<file path="src/rtl/gate_selftest_ctrl_if.sv">
// Handshake bundle between a higher-level test controller and gate_selftest_ctrl.
// The master side issues start; the slave side (the sequencer) reports status and results.
interface gate_selftest_ctrl_if;
   logic       start;
   logic       busy;
   logic       done;
   logic       pass;
   logic [2:0] err_cnt;
   logic [1:0] fail_vec;
   logic       fail_valid;

   modport master (
      output start,
      input  busy, done, pass, err_cnt, fail_vec, fail_valid
   );

   modport slave (
      input  start,
      output busy, done, pass, err_cnt, fail_vec, fail_valid
   );
endinterface

</file>
<file path="src/rtl/gate_selftest_ctrl.sv">
// Built-in self-test sequencer for one 2-input gate: applies 00,01,10,11, checks y against EXP_TT.
// Define GATE_SELFTEST_STOP_ON_FAIL_EN to end the run at the first mismatching vector.
module gate_selftest_ctrl #(
   parameter int unsigned SETTLE_CYCLES = 2,
   parameter logic [3:0]  EXP_TT        = 4'b0111
) (
   input  logic                 clk,
   input  logic                 rst,
   gate_selftest_ctrl_if.slave  ctl,
   input  logic                 y,
   output logic                 a,
   output logic                 b
);

   typedef enum logic [1:0] {
      ST_IDLE   = 2'd0,
      ST_SETTLE = 2'd1,
      ST_CHECK  = 2'd2,
      ST_DONE   = 2'd3
   } state_t;

   localparam logic [3:0] SETTLE_LAST = 4'(SETTLE_CYCLES - 1);

   state_t     state_r;
   logic [1:0] vec_r;
   logic [3:0] cnt_r;
   logic       a_r;
   logic       b_r;
   logic       busy_r;
   logic       done_r;
   logic       pass_r;
   logic [2:0] err_r;
   logic [1:0] fail_vec_r;
   logic       fail_valid_r;
   logic [1:0] vec_next_s;
   logic       mismatch_s;

   // Case equality so an X/Z on y is treated as a failure rather than masked.
   assign mismatch_s = (y !== EXP_TT[vec_r]);
   assign vec_next_s = vec_r + 2'd1;

   // Sequencer state, gate stimulus and result registers.
   always_ff @(posedge clk) begin
      if (rst) begin
         state_r      <= ST_IDLE;
         vec_r        <= 2'd0;
         cnt_r        <= 4'd0;
         a_r          <= 1'b0;
         b_r          <= 1'b0;
         busy_r       <= 1'b0;
         done_r       <= 1'b0;
         pass_r       <= 1'b0;
         err_r        <= 3'd0;
         fail_vec_r   <= 2'd0;
         fail_valid_r <= 1'b0;
      end else begin
         done_r <= 1'b0;
         case (state_r)
            ST_IDLE: begin
               if (ctl.start) begin
                  state_r      <= ST_SETTLE;
                  vec_r        <= 2'd0;
                  cnt_r        <= 4'd0;
                  a_r          <= 1'b0;
                  b_r          <= 1'b0;
                  busy_r       <= 1'b1;
                  pass_r       <= 1'b0;
                  err_r        <= 3'd0;
                  fail_vec_r   <= 2'd0;
                  fail_valid_r <= 1'b0;
               end else begin
                  state_r <= ST_IDLE;
               end
            end
            ST_SETTLE: begin
               cnt_r <= cnt_r + 4'd1;
               if (cnt_r == SETTLE_LAST) begin
                  state_r <= ST_CHECK;
               end else begin
                  state_r <= ST_SETTLE;
               end
            end
            ST_CHECK: begin
               if (mismatch_s) begin
                  err_r <= err_r + 3'd1;
                  if (!fail_valid_r) begin
                     fail_vec_r   <= vec_r;
                     fail_valid_r <= 1'b1;
                  end
               end
`ifdef GATE_SELFTEST_STOP_ON_FAIL_EN
               if (mismatch_s || (vec_r == 2'd3)) begin
`else
               if (vec_r == 2'd3) begin
`endif
                  state_r <= ST_DONE;
                  busy_r  <= 1'b0;
               end else begin
                  state_r <= ST_SETTLE;
                  vec_r   <= vec_next_s;
                  a_r     <= vec_next_s[1];
                  b_r     <= vec_next_s[0];
                  cnt_r   <= 4'd0;
               end
            end
            ST_DONE: begin
               done_r  <= 1'b1;
               pass_r  <= (err_r == 3'd0);
               state_r <= ST_IDLE;
            end
            default: begin
               state_r <= ST_IDLE;
               busy_r  <= 1'b0;
            end
         endcase
      end
   end

   assign a              = a_r;
   assign b              = b_r;
   assign ctl.busy       = busy_r;
   assign ctl.done       = done_r;
   assign ctl.pass       = pass_r;
   assign ctl.err_cnt    = err_r;
   assign ctl.fail_vec   = fail_vec_r;
   assign ctl.fail_valid = fail_valid_r;

endmodule

</file>
<file path="src/flat_wrapper.sv">
// flat-port wrapper written by rule: the top's interface ports become plain ports
module gate_selftest_ctrl_flat 
#(
   parameter int unsigned SETTLE_CYCLES = 2,
   parameter logic [3:0]  EXP_TT        = 4'b0111
)
  (clk, rst, y, a, b, ctl_start, ctl_busy, ctl_done, ctl_pass, ctl_err_cnt, ctl_fail_vec, ctl_fail_valid);
  gate_selftest_ctrl_if ctl_i ();
  input  logic clk;
  input  logic rst;
  input  logic y;
  output logic a;
  output logic b;
  input wire logic [$bits(ctl_i.start)-1:0] ctl_start;
  output wire logic [$bits(ctl_i.busy)-1:0] ctl_busy;
  output wire logic [$bits(ctl_i.done)-1:0] ctl_done;
  output wire logic [$bits(ctl_i.pass)-1:0] ctl_pass;
  output wire logic [$bits(ctl_i.err_cnt)-1:0] ctl_err_cnt;
  output wire logic [$bits(ctl_i.fail_vec)-1:0] ctl_fail_vec;
  output wire logic [$bits(ctl_i.fail_valid)-1:0] ctl_fail_valid;
  assign ctl_i.start = ctl_start;
  assign ctl_busy = ctl_i.busy;
  assign ctl_done = ctl_i.done;
  assign ctl_pass = ctl_i.pass;
  assign ctl_err_cnt = ctl_i.err_cnt;
  assign ctl_fail_vec = ctl_i.fail_vec;
  assign ctl_fail_valid = ctl_i.fail_valid;
  gate_selftest_ctrl #(.SETTLE_CYCLES(SETTLE_CYCLES), .EXP_TT(EXP_TT)) u_core (.clk(clk), .rst(rst), .ctl(ctl_i), .y(y), .a(a), .b(b));
endmodule
</file>
<file path="config.mk">
export PLATFORM = sky130hd
export DESIGN_NAME = gate_selftest_ctrl_flat
export DESIGN_NICKNAME = d
export VERILOG_FILES = /design/src/rtl/gate_selftest_ctrl_if.sv /design/src/rtl/gate_selftest_ctrl.sv /design/src/flat_wrapper.sv
export SDC_FILE = /design/constraint.sdc
export NUM_CORES = 1
export LEC_CHECK = 0
export BUFFER_PORTS_ARGS = -buffer_cell sky130_fd_sc_hd__buf_2
export CORE_ASPECT_RATIO = 0.9
export CORE_MARGIN = 5
export CORE_UTILIZATION = 53
export DETAILED_ROUTE_END_ITERATION = 7
export GPL_TIMING_DRIVEN = 0
export MAX_ROUTING_LAYER = met4
export PLACE_DENSITY_LB_ADDON = 0.12
export SYNTH_ARGS = -nofsm -noshare
export SYNTH_HDL_FRONTEND = slang
export SYNTH_SLANG_ARGS = --single-unit
</file>
<file path="constraint.sdc">
create_clock -name clk -period 3.95 [get_ports clk]
set_input_delay 0.1975 -clock clk [delete_from_list [all_inputs] [get_ports clk]]
set_output_delay 0.1975 -clock clk [all_outputs]
set_load 0.01 [all_outputs]
</file>
## Yosys cells after proc, flatten, opt, wreduce, memory -nomap -nowiden

Index checks and enable logic that the tools add are counted.

| storage, ports and cells | value |
|---|---|
| input bits | 4 |
| output and inout port bits | 11 |
| register bits | 19 |

| operators by class | value |
|---|---|
| muxes and demuxes | 30 |
| $lt $le $gt $ge | 1 |
| add/subtract/negate cells | 3 |
| reduce and logical (&&, ||, !) cells | 11 |
| equal/unequal tests | 11 |

Operators by type and width:

| kind | count |
|---|---|
| 2-bit two-way mux | 6 |
| 4-bit case mux with 3 select lines | 1 |
| 3-bit AND reduction | 4 |
| 1-bit case mux with 2 select lines | 5 |
| 1-bit two-way mux | 9 |
| 4-bit two-way mux | 2 |
| 2-bit case mux with 2 select lines | 2 |
| 2-bit case mux with 4 select lines | 1 |
| 2-bit == test, second input constant | 3 |
| 3-bit two-way mux | 2 |
| 2-bit inequality test, second input constant | 3 |
| 3-bit case mux with 2 select lines | 1 |
| 4-bit by 1-bit adder with 4-bit output, second input constant | 1 |
| 4-bit by 1-bit == test with 1-bit output, second input constant | 1 |
| 2-bit by 1-bit inequality test with 1-bit output, second input constant | 2 |
| 4-bit AND reduction | 1 |
| 2-bit nonzero test | 2 |
| 3-bit by 1-bit adder with 3-bit output, second input constant | 1 |
| 3-bit logical NOT | 1 |
| 2-bit by 3-bit < comparator with 1-bit output, second input constant | 1 |
| 3-bit nonzero test | 1 |
| 2-bit by 1-bit adder with 2-bit output, second input constant | 1 |
| 1-bit binary-select mux with 2-bit select | 1 |
| 2-bit by 1-bit == test with 1-bit output, second input constant | 1 |
| other kinds (3) | 3 |

## Logic depth before layout (Yosys ltp)

| logic depth | value |
|---|---|
| depth in word-level cells | 5 |
| mapped depth | 4 |
| mapped depth without buffers | 4 |

## Least setup slack after synthesis

Ideal clock, no wire load.

| path | value |
|---|---|
| kind | register -> register |
| start | register u_core.a (netlist name) |
| end | register u_core.fail_vec_r[0] (netlist: u_core.ctl.fail_vec[0]) |
| path buffers | 0 |
| path slack | 2662 ps |
| required time | 3823 ps |
| cell stages (with the launch flop) | 5 |
| period minus slack after synthesis | 1288 ps |
| data arrival time | 1161 ps |
| path through | dfxtp_1 -> ha_1 -> xor2_1 -> o311ai_0 -> a21oi_1 |

RTL lines:

| item | line | text |
|---|---|---|
| end signal: assignment | gate_selftest_ctrl.sv:87 | `fail_vec_r <= vec_r;` |
| end: declaration | gate_selftest_ctrl.sv:33 | `logic [1:0] fail_vec_r;` |

==> out/metrics.cfg <==
[detailed_routing]
ant_nets = 0
routed_via_density = 5.52
vias = 756
first_iter_violations = 9
wl_per_cell_um = 12.6
post-route-drc-count = 0
drt_pass1_iterations = 4
drt-total-wl_um = 1730

[clocking]
cts_root_buf = clkbuf_4
hold_buffers = 0
clock_latency_ns = 0.29
cts_tree = done
cts_sinks = 17
cts.path.max_buffers = 2
post-cts-setup-buffers = 0
htree_levels = 1
cts-resized-gates = 0
path_clk_slew_ns = 0.09
cts_buffers = 3

[setup_path]
start_kind = flop
worstPathArrival_ns = 1.67
required_ns = 4.17
cpLargestDelayFamily = XOR/XNOR gates
crit_fanout = 6
max_stage_delay_ns = 0.44
cp_cell_sequence = ha_1 -> xnor2_1 -> nand4b_1 -> a31oi_1
end_kind = flop
path_buf_inv = 0
crit_type = flop to flop
slowest_stage = xnor2_1

[min_path]
hold_path.class = primary input to flop

[place]
placed_area_um2 = 955
place_congestion = 0.749
io_buffer_count = 13
dpl.cell_count = 133
hpwl_um = 1310

[power]
p_sw_w = 0.0000761
p_clk_share_pct = 30.5
internal_power_w = 0.000227
swShare_pct = 25.1
design_power_total_w = 0.000303
seqPwrFrac_pct = 58.6
comb_power_share_pct = 10.9
powerDensity_nw_per_um2 = 309
peakVddDrop_v = 0.000167
leakage_nw = 0.391

[grt]
antenna_found_initial = 0
grt_pass1_wl_um = 2880
grt_overflow = 0
grt_max_degree = 11
grt_pass1_vias = 668
grt_usage_pct = 16.1

[synth]
yosysWarnings = 0
synth_top_area_cell = dfxtp_1
yosys_register_bits = 17
synthTopCellsByArea = dfxtp_1 39%, ha_1 8.7%, a21oi_1 7.5%, nand2b_1 3.6%, nand4b_1 3.0%
yosysTopAreaCellShare_pct = 39.5
ys_types = 31
ys_seq_area_share_pct = 39.5
netlist_area_um2 = 862
syn_nets = 108
syn_inst = 98
syn_avg_cell_area_um2 = 8.80

[timing]
hold_slack_ns = 0.275
slew_viol_final = 0
finClkSkew_ns = 0.00244
fmax_ghz = 0.691
min_period_ns = 1.45
fin_crit_sh_pct = 36.6
setup-tns-final_ns = 0
rsz0062_at_grt = false
relSlewSlack_pct = 66.8
hold_viol_final = 0
tightest_slew_ns = 0.495
finalSetupViolations = 0

[layout]
syn2layout_area_growth_pct = 13.8
final_nets = 126
drive_gt1_share_pct = 19.1
diodes = 0
fin_area_um2 = 981
fin_cells = 137

[floorplanning]
die_x_um = 52.5
num_io_pins = 15
die_height_um = 48.3
core_area_um2 = 1500
std_cell_rows = 13
initial_core_util_pct = 57.6
dieArea_um2 = 2530

[run_status]
status = complete, no violations

[job]
max_cap_viol_count = 0

power by group through the flow:
stage,logic (W),registers [W],clock network [W]
floorplan,0.0000233,0.000182,0
global placement,0.0000315,0.000182,0
detailed placement,0.0000327,0.000182,0
CTS,0.0000328,0.000178,0.0000962
global route,0.0000370,0.000179,0.0000999
finish,0.0000329,0.000178,0.0000925
cells in the final DEF, fill, tap and decap left out, drive strengths merged, types with 4 or more instances in the layout:
master,count
nand2b,5
inv,4
o21ai,5
nor2,4
buf,16
ha,6
a21oi,13
nand2,5
nand3,4
dfxtp,17
clkbuf,6
worst paths after layout:
kind	from	end	slack, ns	depth (start not counted)
worst max-delay path	u_core.a	u_core.ctl.err_cnt[2]	2.50	4
worst max register to register	u_core.a	u_core.ctl.err_cnt[2]	2.50	4
worst min-delay path	rst	u_core.ctl.err_cnt[1]	0.27	2
worst min register to register	u_core.ctl.pass	u_core.ctl.pass	0.46	2
per-stage QoR:
stage	utilization, %	setup slack, ns
final	65.6	2.50
after detailed placement	63.8	2.53
after floorplan	-	2.66
after CTS	65.6	2.49
after global routing	65.6	2.37
after global placement	63.8	2.56
cells in the mapped netlist:
master,n
dfxtp_1,17
a21oi_1,13
ha_1,6
nand2_1,5
nand2b_1,5
o21ai_0,5
inv_1,4
nand3_1,4
nor2_1,4
buf_2,3
nand4b_1,3
o211ai_1,3
a31oi_1,2
and2_1,2
clkbuf_1,2
nand3b_1,2
nand4_1,2
o311ai_0,2
or3b_1,2
a21bo_2,1
a22oi_1,1
a311oi_1,1
and2b_1,1
and2b_2,1
nor3_1,1
nor3_2,1
nor3b_1,1
o21a_1,1
o21bai_1,1
xnor2_1,1
xor2_1,1
state kept, by name (all words and copies together) (netlist names):
signal,cells
u_core.vec_r,1
u_core.a,1
u_core.ctl.fail_vec,2
u_core.ctl.pass,1
u_core.ctl.busy,1
u_core.cnt_r,4
u_core.ctl.done,1
u_core.ctl.err_cnt,3
u_core.state_r,2
u_core.ctl.fail_valid,1
final cells by class:
cell class                 instances  area [µm²]
timing repair buffer              13        65.1
inverter                           4        15.0
sequential                        17         340
clock buffer                       4        26.3
multi-input combinational         72         484
tap                               22        27.5
fill                             147         515
buffer                             5        22.5
kinds of logic after synthesis:
| family | count (synthesis) | synth area share [%] |
|---|---|---|
| fa+ha+maj | 6 | 8.71 |
| simple gates | 34 | 24.1 |
| buf+inv | 9 | 4.35 |
| xor+xnor | 2 | 2.03 |
| compound gates | 30 | 21.3 |
| flops | 17 | 39.5 |
layer usage:
| metal | vias to the layer above | wire length (µm) | share of wire [%] | GRT usage, % |
|---|---|---|---|---|
| met2 | 14 | 722 | 42 | 27.2 |
| met5 | - | 0 | 0 | - |
| met3 | 2 | 93 | 5.4 | 4.59 |
| li1 | 391 | - | - | - |
| met4 | 0 | 18 | 1.0 | 4.59 |
| met1 | 349 | 894 | 52 | 18.8 |
(Power assumes the default switching activity.)
